### src/rtl/mod_reduce_if.sv
// Handshake/data bundle between the multiplier-side producer and mod_reduce_seq.
interface mod_reduce_if #(
  parameter int width = 128
);
  logic                 enable;
  logic [2*width-1:0]   ab;
  logic [width-1:0]     p;
  logic [width-1:0]     r;
  logic                 done;
  logic                 busy;
  logic                 err;

  modport master (
    output enable, ab, p,
    input  r, done, busy, err
  );

  modport slave (
    input  enable, ab, p,
    output r, done, busy, err
  );
endinterface

### src/rtl/mod_reduce_seq.sv
// Bit-serial restoring shift-subtract reducer: r = ab mod p, one product bit per clock.
// Optional invalid-modulus check (p == 0) is built only when MODRED_PCHECK_EN is defined.
module mod_reduce_seq #(
  parameter int width = 128
) (
  input  logic         clk,
  input  logic         reset,
  mod_reduce_if.slave  bus
);

  localparam int CW = $clog2(2*width) + 1;
  localparam logic [CW-1:0] LAST_ITER = CW'(2*width - 1);

  typedef enum logic [1:0] {
    IDLE,
    RUN,
    DONE
  } state_e;

  state_e               state_q, state_d;
  logic [2*width-1:0]   sh_q, sh_d;
  logic [width-1:0]     p_q, p_d;
  logic [width-1:0]     rem_q, rem_d;
  logic [width-1:0]     r_q, r_d;
  logic [CW-1:0]        cnt_q, cnt_d;
`ifdef MODRED_PCHECK_EN
  logic                 err_q, err_d;
`endif

  logic [width:0]       t;
  logic [width-1:0]     rem_nxt;

  // rem < p_q keeps the true difference below 2^width, so width-bit subtraction is exact.
  always_comb begin
    t       = {rem_q, sh_q[2*width-1]};
    rem_nxt = (t >= {1'b0, p_q}) ? (t[width-1:0] - p_q) : t[width-1:0];
  end

  always_comb begin
    state_d = state_q;
    sh_d    = sh_q;
    p_d     = p_q;
    rem_d   = rem_q;
    r_d     = r_q;
    cnt_d   = cnt_q;
`ifdef MODRED_PCHECK_EN
    err_d   = err_q;
`endif

    unique case (state_q)
      IDLE: begin
        if (bus.enable) begin
          sh_d    = bus.ab;
          p_d     = bus.p;
          rem_d   = '0;
          cnt_d   = '0;
          state_d = RUN;
`ifdef MODRED_PCHECK_EN
          if (bus.p == '0) begin
            state_d = DONE;
            r_d     = '0;
            err_d   = 1'b1;
          end else begin
            err_d   = 1'b0;
          end
`endif
        end
      end
      RUN: begin
        rem_d = rem_nxt;
        sh_d  = {sh_q[2*width-2:0], 1'b0};
        cnt_d = cnt_q + 1'b1;
        if (cnt_q == LAST_ITER) begin
          r_d     = rem_nxt;
          state_d = DONE;
        end
      end
      DONE: begin
        state_d = IDLE;
      end
      default: begin
        state_d = IDLE;
      end
    endcase
  end

  always_ff @(posedge clk) begin
    if (reset) begin
      state_q <= IDLE;
      rem_q   <= '0;
      cnt_q   <= '0;
      r_q     <= '0;
`ifdef MODRED_PCHECK_EN
      err_q   <= 1'b0;
`endif
    end else begin
      state_q <= state_d;
      rem_q   <= rem_d;
      cnt_q   <= cnt_d;
      r_q     <= r_d;
`ifdef MODRED_PCHECK_EN
      err_q   <= err_d;
`endif
    end
  end

  // NOTE: operand registers are always loaded before use, so they carry no reset.
  always_ff @(posedge clk) begin
    sh_q <= sh_d;
    p_q  <= p_d;
  end

  assign bus.r    = r_q;
  assign bus.done = (state_q == DONE);
  assign bus.busy = (state_q != IDLE);
`ifdef MODRED_PCHECK_EN
  assign bus.err  = err_q;
`else
  assign bus.err  = 1'b0;
`endif

endmodule
### src/flat_wrapper.sv
// flat-port wrapper written by rule: the top's interface ports become plain ports
module mod_reduce_seq_flat 
#(
  parameter int width = 128
)
  (clk, reset, bus_enable, bus_ab, bus_p, bus_r, bus_done, bus_busy, bus_err);
  mod_reduce_if #(.width(width)) bus_i ();
  input  logic clk;
  input  logic reset;
  input wire logic [$bits(bus_i.enable)-1:0] bus_enable;
  input wire logic [$bits(bus_i.ab)-1:0] bus_ab;
  input wire logic [$bits(bus_i.p)-1:0] bus_p;
  output wire logic [$bits(bus_i.r)-1:0] bus_r;
  output wire logic [$bits(bus_i.done)-1:0] bus_done;
  output wire logic [$bits(bus_i.busy)-1:0] bus_busy;
  output wire logic [$bits(bus_i.err)-1:0] bus_err;
  assign bus_i.enable = bus_enable;
  assign bus_i.ab = bus_ab;
  assign bus_i.p = bus_p;
  assign bus_r = bus_i.r;
  assign bus_done = bus_i.done;
  assign bus_busy = bus_i.busy;
  assign bus_err = bus_i.err;
  mod_reduce_seq #(.width(width)) u_core (.clk(clk), .reset(reset), .bus(bus_i));
endmodule
### config.mk
export PLATFORM = sky130hd
export DESIGN_NAME = mod_reduce_seq_flat
export DESIGN_NICKNAME = d
export VERILOG_FILES = /design/src/rtl/mod_reduce_if.sv /design/src/rtl/mod_reduce_seq.sv /design/src/flat_wrapper.sv
export SDC_FILE = /design/constraint.sdc
export NUM_CORES = 1
export LEC_CHECK = 0
export CAP_MARGIN = 10
export CORE_ASPECT_RATIO = 1.25
export CORE_UTILIZATION = 45
export CTS_CLUSTER_DIAMETER = 50
export CTS_CLUSTER_SIZE = 30
export DETAILED_ROUTE_END_ITERATION = 7
export GPL_TIMING_DRIVEN = 0
export PLACE_DENSITY = 0.79
export RECOVER_POWER = 100
export SYNTH_ARGS = -nofsm -noshare
export SYNTH_HDL_FRONTEND = slang
export SYNTH_SLANG_ARGS = --single-unit
### constraint.sdc
create_clock -name clk -period 21.3 [get_ports clk]
set_input_delay 4.26 -clock clk [delete_from_list [all_inputs] [get_ports clk]]
set_output_delay 4.26 -clock clk [all_outputs]
set_load 0.02 [all_outputs]
Yosys cells after proc, flatten, opt, wreduce, memory -nomap -nowiden. Index checks and enable logic that the tools add are counted.

Register bits after elaboration: 651. Input bits: 387. Output and inout bits: 131. Word-level logic and storage cells: 31.

$add $sub $neg: 2. $lt $le $gt $ge: 1. Equal/unequal tests: 5. Mux-type cells: 10. Reduce and logical (&&, ||, !) cells: 7.

Operators with widths (number): one-hot mux 256 bit (2 select lines) (1); 2-to-1 mux 128 bit (2); 2-to-1 mux 256 bit (1); one-hot mux 128 bit (2 select lines) (1); greater-or-equal comparator 129 x 128 -> 1 bit (1); subtractor 128 bit (1); one-hot mux 9 bit (2 select lines) (1); adder 9 x 1 -> 9 bit, second input constant (1); == test 9 x 8 -> 1 bit, second input constant (1); 2-to-1 mux 9 bit (1); AND reduction 2 bit (4); 2-to-1 mux 2 bit (2); one-hot mux 2 bit (2 select lines) (1); nonzero test 2 bit (2); == test 2 x 1 -> 1 bit, second input constant (1); == test 2 bit, second input constant (1); logical NOT 2 bit (1); != test 2 x 1 -> 1 bit, second input constant (1); != test 2 bit, second input constant (1).

Longest topological paths before layout. Gate-level depths: netlist of run 1.

Depth in word-level cells: 3. Depth in mapped cells: 18.

Worst setup path after synthesis of run 1. OpenSTA, ideal clock, no wires.

Kind: input-to-reg. From: input port bus_enable. To: register u_core.rem_q[127]. Data arrival time: 13.872 ns. Required time: 21.177 ns. Slack: 7.306 ns. Cell stages on the path: 8. Path buffers: 1. Cell sequence: nand2_1 -> inv_1 -> nor2_1 -> inv_1 -> nor2_1 -> clkbuf_1 -> a222oi_1 -> inv_1.

Cells in the longest elaborated chain, start to end: 2.

Ends and longest elaborated chain: start, declared (RTL line flat_wrapper.sv:10) `input wire logic [$bits(bus_i.enable)-1:0] bus_enable;`; != test 2 bit (no source line); AND reduction 2 bit (no source line); end signal, assigned (RTL line mod_reduce_seq.sv:98) `rem_q <= rem_d;`; end, declared (RTL line mod_reduce_seq.sv:23) `logic [width-1:0] rem_q, rem_d;`.

Every way passes these cells. A chain may end at the register's enable or synchronous reset.

Final worst setup path of run 1.
From: input port bus_enable. To: register u_core.sh_q[100], enable pin.

Cells in the longest elaborated chain, start to end: 2.

Ends and longest elaborated chain: != test 2 bit (no source line); AND reduction 2 bit (no source line); end signal, assigned (RTL line mod_reduce_seq.sv:109) `sh_q <= sh_d;`; end, declared (RTL line mod_reduce_seq.sv:21) `logic [2*width-1:0] sh_q, sh_d;`.

Every way passes these cells.

==> metrics.md, run 1 <==
| Metric | Value |
|---|---|
| Outcome | `complete, but fails checks` |
| Failing checks | `capacitance limit, slew limit` |
| Critical path cell sequence | `dlygate4sd3_1, nand2_1, clkinvlp_2, nor2_1, inv_8, clkbuf_1` |
| DRT iter0 DRCs | `2195` |
| Via Count | `30600` |
| Die ar. | `77000 um^2` |
| End-of-flow core utilization | `57.1%` |
| Area Overhead vs Synth | `25.1%` |
| Netlist cell types | `89` |
| Vias in the first global route | `30500` |
| CP Capture Type | `flop` |
| Max incr delay on CP | `4.65 ns` |
| Synth Area in Compound Gates | `17.3%` |
| Gr ovfl total | `0` |
| Rel. slew slack | `-344%` |
| Crit path max fanout | `135` |
| Clk sinks | `651` |
| RSZ-0062 raised after global routing | `false` |
| Die W | `248 um` |
| Num CTS Buffers | `56` |
| Share of the synthesized area in the top cell type | `33.7%` |
| Postcts setup bufs | `0` |
| Syn nets | `4447` |
| Post-route ant nets | `0` |
| Post-CTS Resized | `0` |
| Vias per inst | `5.51` |
| Post-synthesis cell area | `34200 um^2` |
| MaxCap Viol Count | `3` |
| Clk_lat worst skew | `0.69 ns` |
| Ys async rst share | `0%` |
| Critical path class | `in2reg` |
| Fin crit share | `58.1%` |
| Post-synthesis adder-cell area fraction | `4.82%` |
| Largest net degree at the start of global routing | `136` |
| Startpoint Class | `input port` |
| DP Cell Count | `5417` |
| Tmin final | `12.37 ns` |
| Critical Path RT | `21.37 ns` |
| Final hold slack | `0.461 ns` |
| Pins over their slew limit | `260` |
| Fillers | `6775` |
| Clk slew on worst S/H paths | `0.08 ns` |
| Fraction of the yosys area taken by sequential cells | `49.4%` |
| Min-delay worst type | `reg2reg` |
| CTS tree | `done` |
| CP max-delay cell | `clkbuf_1` |
| Fin cells | `5542` |
| Setup_tns | `0 ns` |
| Final #Nets | `5024` |
| Initial antenna violation count | `33` |
| Area contributors post-synth | `edfxtp_1 (34%), dfxtp_1 (16%), nand2_1 (12%), ha_1 (4.8%), a21oi_1 (4.6%)` |
| Number of port buffers | `516` |
| Starting Density | `45.7%` |
| Post-DR wirelength/cell | `20.8 um` |
| H-tree levels | `2` |
| Avg Inst Size Synth | `8.70 um^2` |
| # DRC | `0` |
| Core Box Area | `74800 um^2` |
| Simple-gate area share of the yosys netlist | `19.5%` |
| First-pass GRT wire length | `174000 um` |
| Final WL | `115000 um` |
| IO Pins | `518` |
| Synth Flop Type | `edfxtp_1` |
| Drt pass-1 iters | `8` |
| Maximum VDD drop | `61.6 uV` |
| Seq cells post-synth | `651` |
| Final Instance Area | `42800 um^2` |
| Synthesis Warnings | `0` |
| Post-synthesis mux area share | `1.03%` |
| Xor/xnor share of the synthesized area | `3.02%` |
| Fmax | `0.0808 GHz` |
| Die height | `310 um` |
| Pwr Density | `68.6 nW/um^2` |
| Clock buffer depth | `3` |
| Final setup vio count | `0` |
| Num rows | `112` |
| Main combinational cell family by area after synthesis | `simple AND/OR/NAND/NOR gates` |
| Leak | `17.5 nW` |
| Post-synth EDFFs | `384` |
| Fin Clk Skew | `0.0583 ns` |
| Dominant cell type by area after synthesis | `edfxtp_1` |
| Post-DP HPWL | `90300 um` |
| Final Hold Fails | `0` |
| Worst EP arrival | `12.43 ns` |
| Most numerous cell in the Yosys netlist | `nand2_1` |
| GRT Util Overall | `29.3%` |
| Post-synthesis cell count | `3929` |
| Synth top cells by count | `nand2_1 (1059), edfxtp_1 (384), nor2_1 (347), a21oi_1 (313), dfxtp_1 (267)` |
| Cts hold-fix bufs | `0` |
| Layout cell share with drive strength beyond 1 | `4.26%` |
| Gpl congestion | `1.00` |
| Post-DP Area | `40600 um^2` |
| Measured slew at the worst slew-check pin | `6.65 ns` |
| CTS root buf | `clkbuf_16` |
==> routing by layer <==
layer	wire (um)	track usage, %	share of wire (%)
met5	179	0	0.16
met2	56900	52.5	49
met3	7390	5.67	6.4
met1	43800	32.8	38
met4	6850	16.6	6.0
==> placed cells by master (no fill, tap or decap), types with 19 or more instances in the layout <==
| cell type | n |
|---|---|
| a211oi_1 | 124 |
| xor2_1 | 41 |
| nor2_1 | 347 |
| dlygate4sd3_1 | 516 |
| o21a_1 | 28 |
| a21oi_1 | 313 |
| diode_2 | 19 |
| nand2_1 | 1059 |
| dfxtp_1 | 267 |
| nand3_1 | 23 |
| mux2i_1 | 34 |
| buf_2 | 33 |
| a21o_1 | 59 |
| o21bai_1 | 42 |
| nand4_1 | 73 |
| o21ai_0 | 235 |
| clkbuf_1 | 192 |
| ha_1 | 130 |
| inv_1 | 176 |
| nand2b_1 | 19 |
| nor3_1 | 34 |
| clkbuf_16 | 56 |
| xnor2_1 | 77 |
| edfxtp_1 | 384 |
==> state kept, by name (all words and copies together), names as in the netlist <==
name,count
u_core.cnt_q,9
u_core.sh_q,256
u_core.p_q,128
u_core.bus.r,128
u_core.rem_q,128
u_core.state_q,2
==> path summary, 6_finish.rpt <==
kind / from / end / slack, ns / cells after the start
setup / recovery: bus_enable / u_core.sh_q[100] / 8.93 / 6
setup reg to reg: u_core.state_q[1] / u_core.sh_q[100] / 12.54 / 6
hold / removal: u_core.bus.r[105] / u_core.bus.r[105] / 0.46 / 2
hold reg to reg: u_core.bus.r[105] / u_core.bus.r[105] / 0.46 / 2
==> cells by family after synthesis <==
group / Yosys count
simple gates: 1631
mux: 35
other cells: 1
buf+inv: 418
compound gates: 944
flops: 651
fa+ha+maj: 131
xor+xnor: 118
==> area by class of cell <==
type                    count  area, um^2  area share (%)
clock buffers              58        1420            3.32
flip-flops and latches    651       16900            39.5
diodes                     19        47.5           0.111
inverters                 178         677            1.58
repair buffers            519        5190            12.1
clock inverters            48         731            1.71
plain buffers             240        1010            2.36
well taps                 969        1210            2.84
multi-input cells        2860       15600            36.5
==> through the flow <==
step	setup slack [ns]	power, W
after floorplan	7.31	0.00166
after global placement	0.683	0.00180
after detailed placement	12.23	0.00180
after CTS	12.91	0.00296
after global routing	8.24	0.00304
final	8.93	0.00293
==> worst max-delay path, delay by kind of cell <==
kind                   cells  cell delay [ns]
buffers and inverters      4             7.21
and+or+nand+nor            2             0.65
==> power by group <==
group	internal, W	switching, W	total (W)
clock	0.000578	0.000592	0.00117
combinational	0.000110	0.000191	0.000301
sequential	0.00144	0.0000240	0.00146
total	0.00213	0.000807	0.00293
No activity file was read; power rests on OpenSTA's default activity.
==> run 2, diff against run 1 <==
- clock period: 21.3 -> 12.3 ns (I/O delays scaled with it)
==> metrics.md, run 2 (synthesis gave the netlist of run 1 again) <==
| Metric | Value |
|---|---|
| Drt pass-1 iters | `7` |
| Final Hold Fails | `0` |
| Largest register FFs | `256` |
| Pre-CTS setup slack | `5.03 ns` |
| Clock buffer depth | `3` |
| Critical Path RT | `12.87 ns` |
| Largest net degree at the start of global routing | `136` |
| Crit path max fanout | `135` |
| Clk slew on worst S/H paths | `0.08 ns` |
| Final hold slack | `0.466 ns` |
| # DRC | `0` |
| CTS root buf | `clkbuf_16` |
| Pins over their slew limit | `260` |
| Vias per inst | `5.49` |
| Fmax | `0.112 GHz` |
| Die height | `310 um` |
| Via Count | `30400` |
| Pwr Total | `0.00507 W` |
| Final WL | `115000 um` |
| Post-DP HPWL | `90300 um` |
| Tmin final | `8.92 ns` |
| Initial antenna violation count | `32` |
| Starting Density | `45.7%` |
| IO Pins | `518` |
| Min-delay worst type | `reg2reg` |
| Worst setup margin | `3.38 ns` |
| Core Box Area | `74800 um^2` |
| First-pass GRT wire length | `174000 um` |
| Die W | `248 um` |
| Num CTS Buffers | `56` |
| Most frequent cells in the layout | `nand2_1 (1059), dlygate4sd3_1 (513), edfxtp_1 (384)` |
| Outcome | `complete, but fails checks` |
| Num rows | `112` |
| Rel. slew slack | `-238%` |
| Measured slew at the worst slew-check pin | `5.06 ns` |
| Post-CTS Resized | `0` |
| Area Overhead vs Synth | `24.9%` |
| Cts hold-fix bufs | `0` |
| Number of port buffers | `516` |
| GRT Util Overall | `29.3%` |
| RSZ-0062 raised after global routing | `false` |
| Failing checks | `capacitance limit, slew limit` |
| Post-DR wirelength/cell | `20.8 um` |
| Pwr Density | `119 nW/um^2` |
| Maximum VDD drop | `106 uV` |
| CP Capture Type | `flop` |
| Vias in the first global route | `30500` |
| DRT iter0 DRCs | `2140` |
| End-of-flow core utilization | `57.0%` |
| Clk sinks | `651` |
| Commonest non-fill, non-tap cell in the layout | `nand2_1` |
| Gpl congestion | `1.00` |
| Gr ovfl total | `0` |
| MaxCap Viol Count | `3` |
| Most flops, register | `u_core.sh_q` |
| Postcts setup bufs | `0` |
| Startpoint Class | `input port` |
| Worst EP arrival | `9.49 ns` |
| Critical path class | `in2reg` |
| Final #Nets | `5024` |
| Fin Clk Skew | `0.0576 ns` |
| Fillers | `6803` |
| Fin crit share | `72.5%` |
| Clk_lat worst skew | `0.69 ns` |
| Layout cell share with drive strength beyond 1 | `3.69%` |
| Die ar. | `77000 um^2` |
| H-tree levels | `2` |
| CTS tree | `done` |
| Post-route ant nets | `0` |
| Leak | `17.4 nW` |
| Final setup vio count | `0` |
==> run 2: cell types whose count changed in the layout (fill, tap and decap cells not counted), sizes merged <==
cell           before  now
dlygate4sd3       516  513
clkbuf            251  273
clkdlybuf4s50       0    3
buf                50   28
==> run 2: cell type report <==
cell class	count	area, um^2	area share (%)
Antenna cell	19	47.5	0.111
Clock inverter	48	731	1.71
Sequential cell	651	16900	39.6
Timing Repair Buffer	519	5190	12.2
Multi-Input combinational cell	2860	15600	36.5
Tap cell	969	1210	2.84
Clock buffer	58	1420	3.33
Inverter	178	677	1.59
Buffer	240	951	2.23
==> run 2: metal layers <==
metal | GRT usage (%) | share of wire, %
met1 | 32.8 | 38
met2 | 52.5 | 50
met3 | 5.67 | 6.7
met4 | 16.6 | 5.7
met5 | 0 | 0.15
==> run 2: power breakdown <==
| part | switching (W) | internal, W | total [W] |
|---|---|---|---|
| logic | 0.000331 | 0.000190 | 0.000521 |
| registers | 0.0000415 | 0.00248 | 0.00253 |
| clock network | 0.00103 | 0.00100 | 0.00203 |
==> run 2: path summary, 6_finish.rpt <==
path                                     endpoint  slack (ns)  cells after the start         startpoint
worst max-delay path            u_core.rem_q[109]        3.38                     10         bus_enable
worst min-delay path            u_core.bus.r[105]        0.47                      2  u_core.bus.r[105]
worst max register to register  u_core.rem_q[109]        5.10                     10  u_core.state_q[1]
worst min register to register  u_core.bus.r[105]        0.47                      2  u_core.bus.r[105]
==> run 2: worst max-delay path, cell delays in order <==
cell             delay, ns
clkdlybuf4s50_1       0.40
nand2_1               0.35
clkinvlp_2            1.74
nor2_1                1.09
inv_8                 0.41
nor2_1                1.13
clkbuf_1              0.92
clkbuf_1              0.56
nand2_1               0.11
o21ai_0               0.09
==> run 2: stage by stage <==
step / setup TNS (ns) / cell area, um^2 / cells
after CTS: 0 / 42800 / 5523
after global routing: 0 / 42700 / 5537
after global placement: -1490.71 / 40500 / 5414
final: 0 / 42700 / 5542
after detailed placement: 0 / 40600 / 5417
after floorplan: 0 / 34200 / 3929
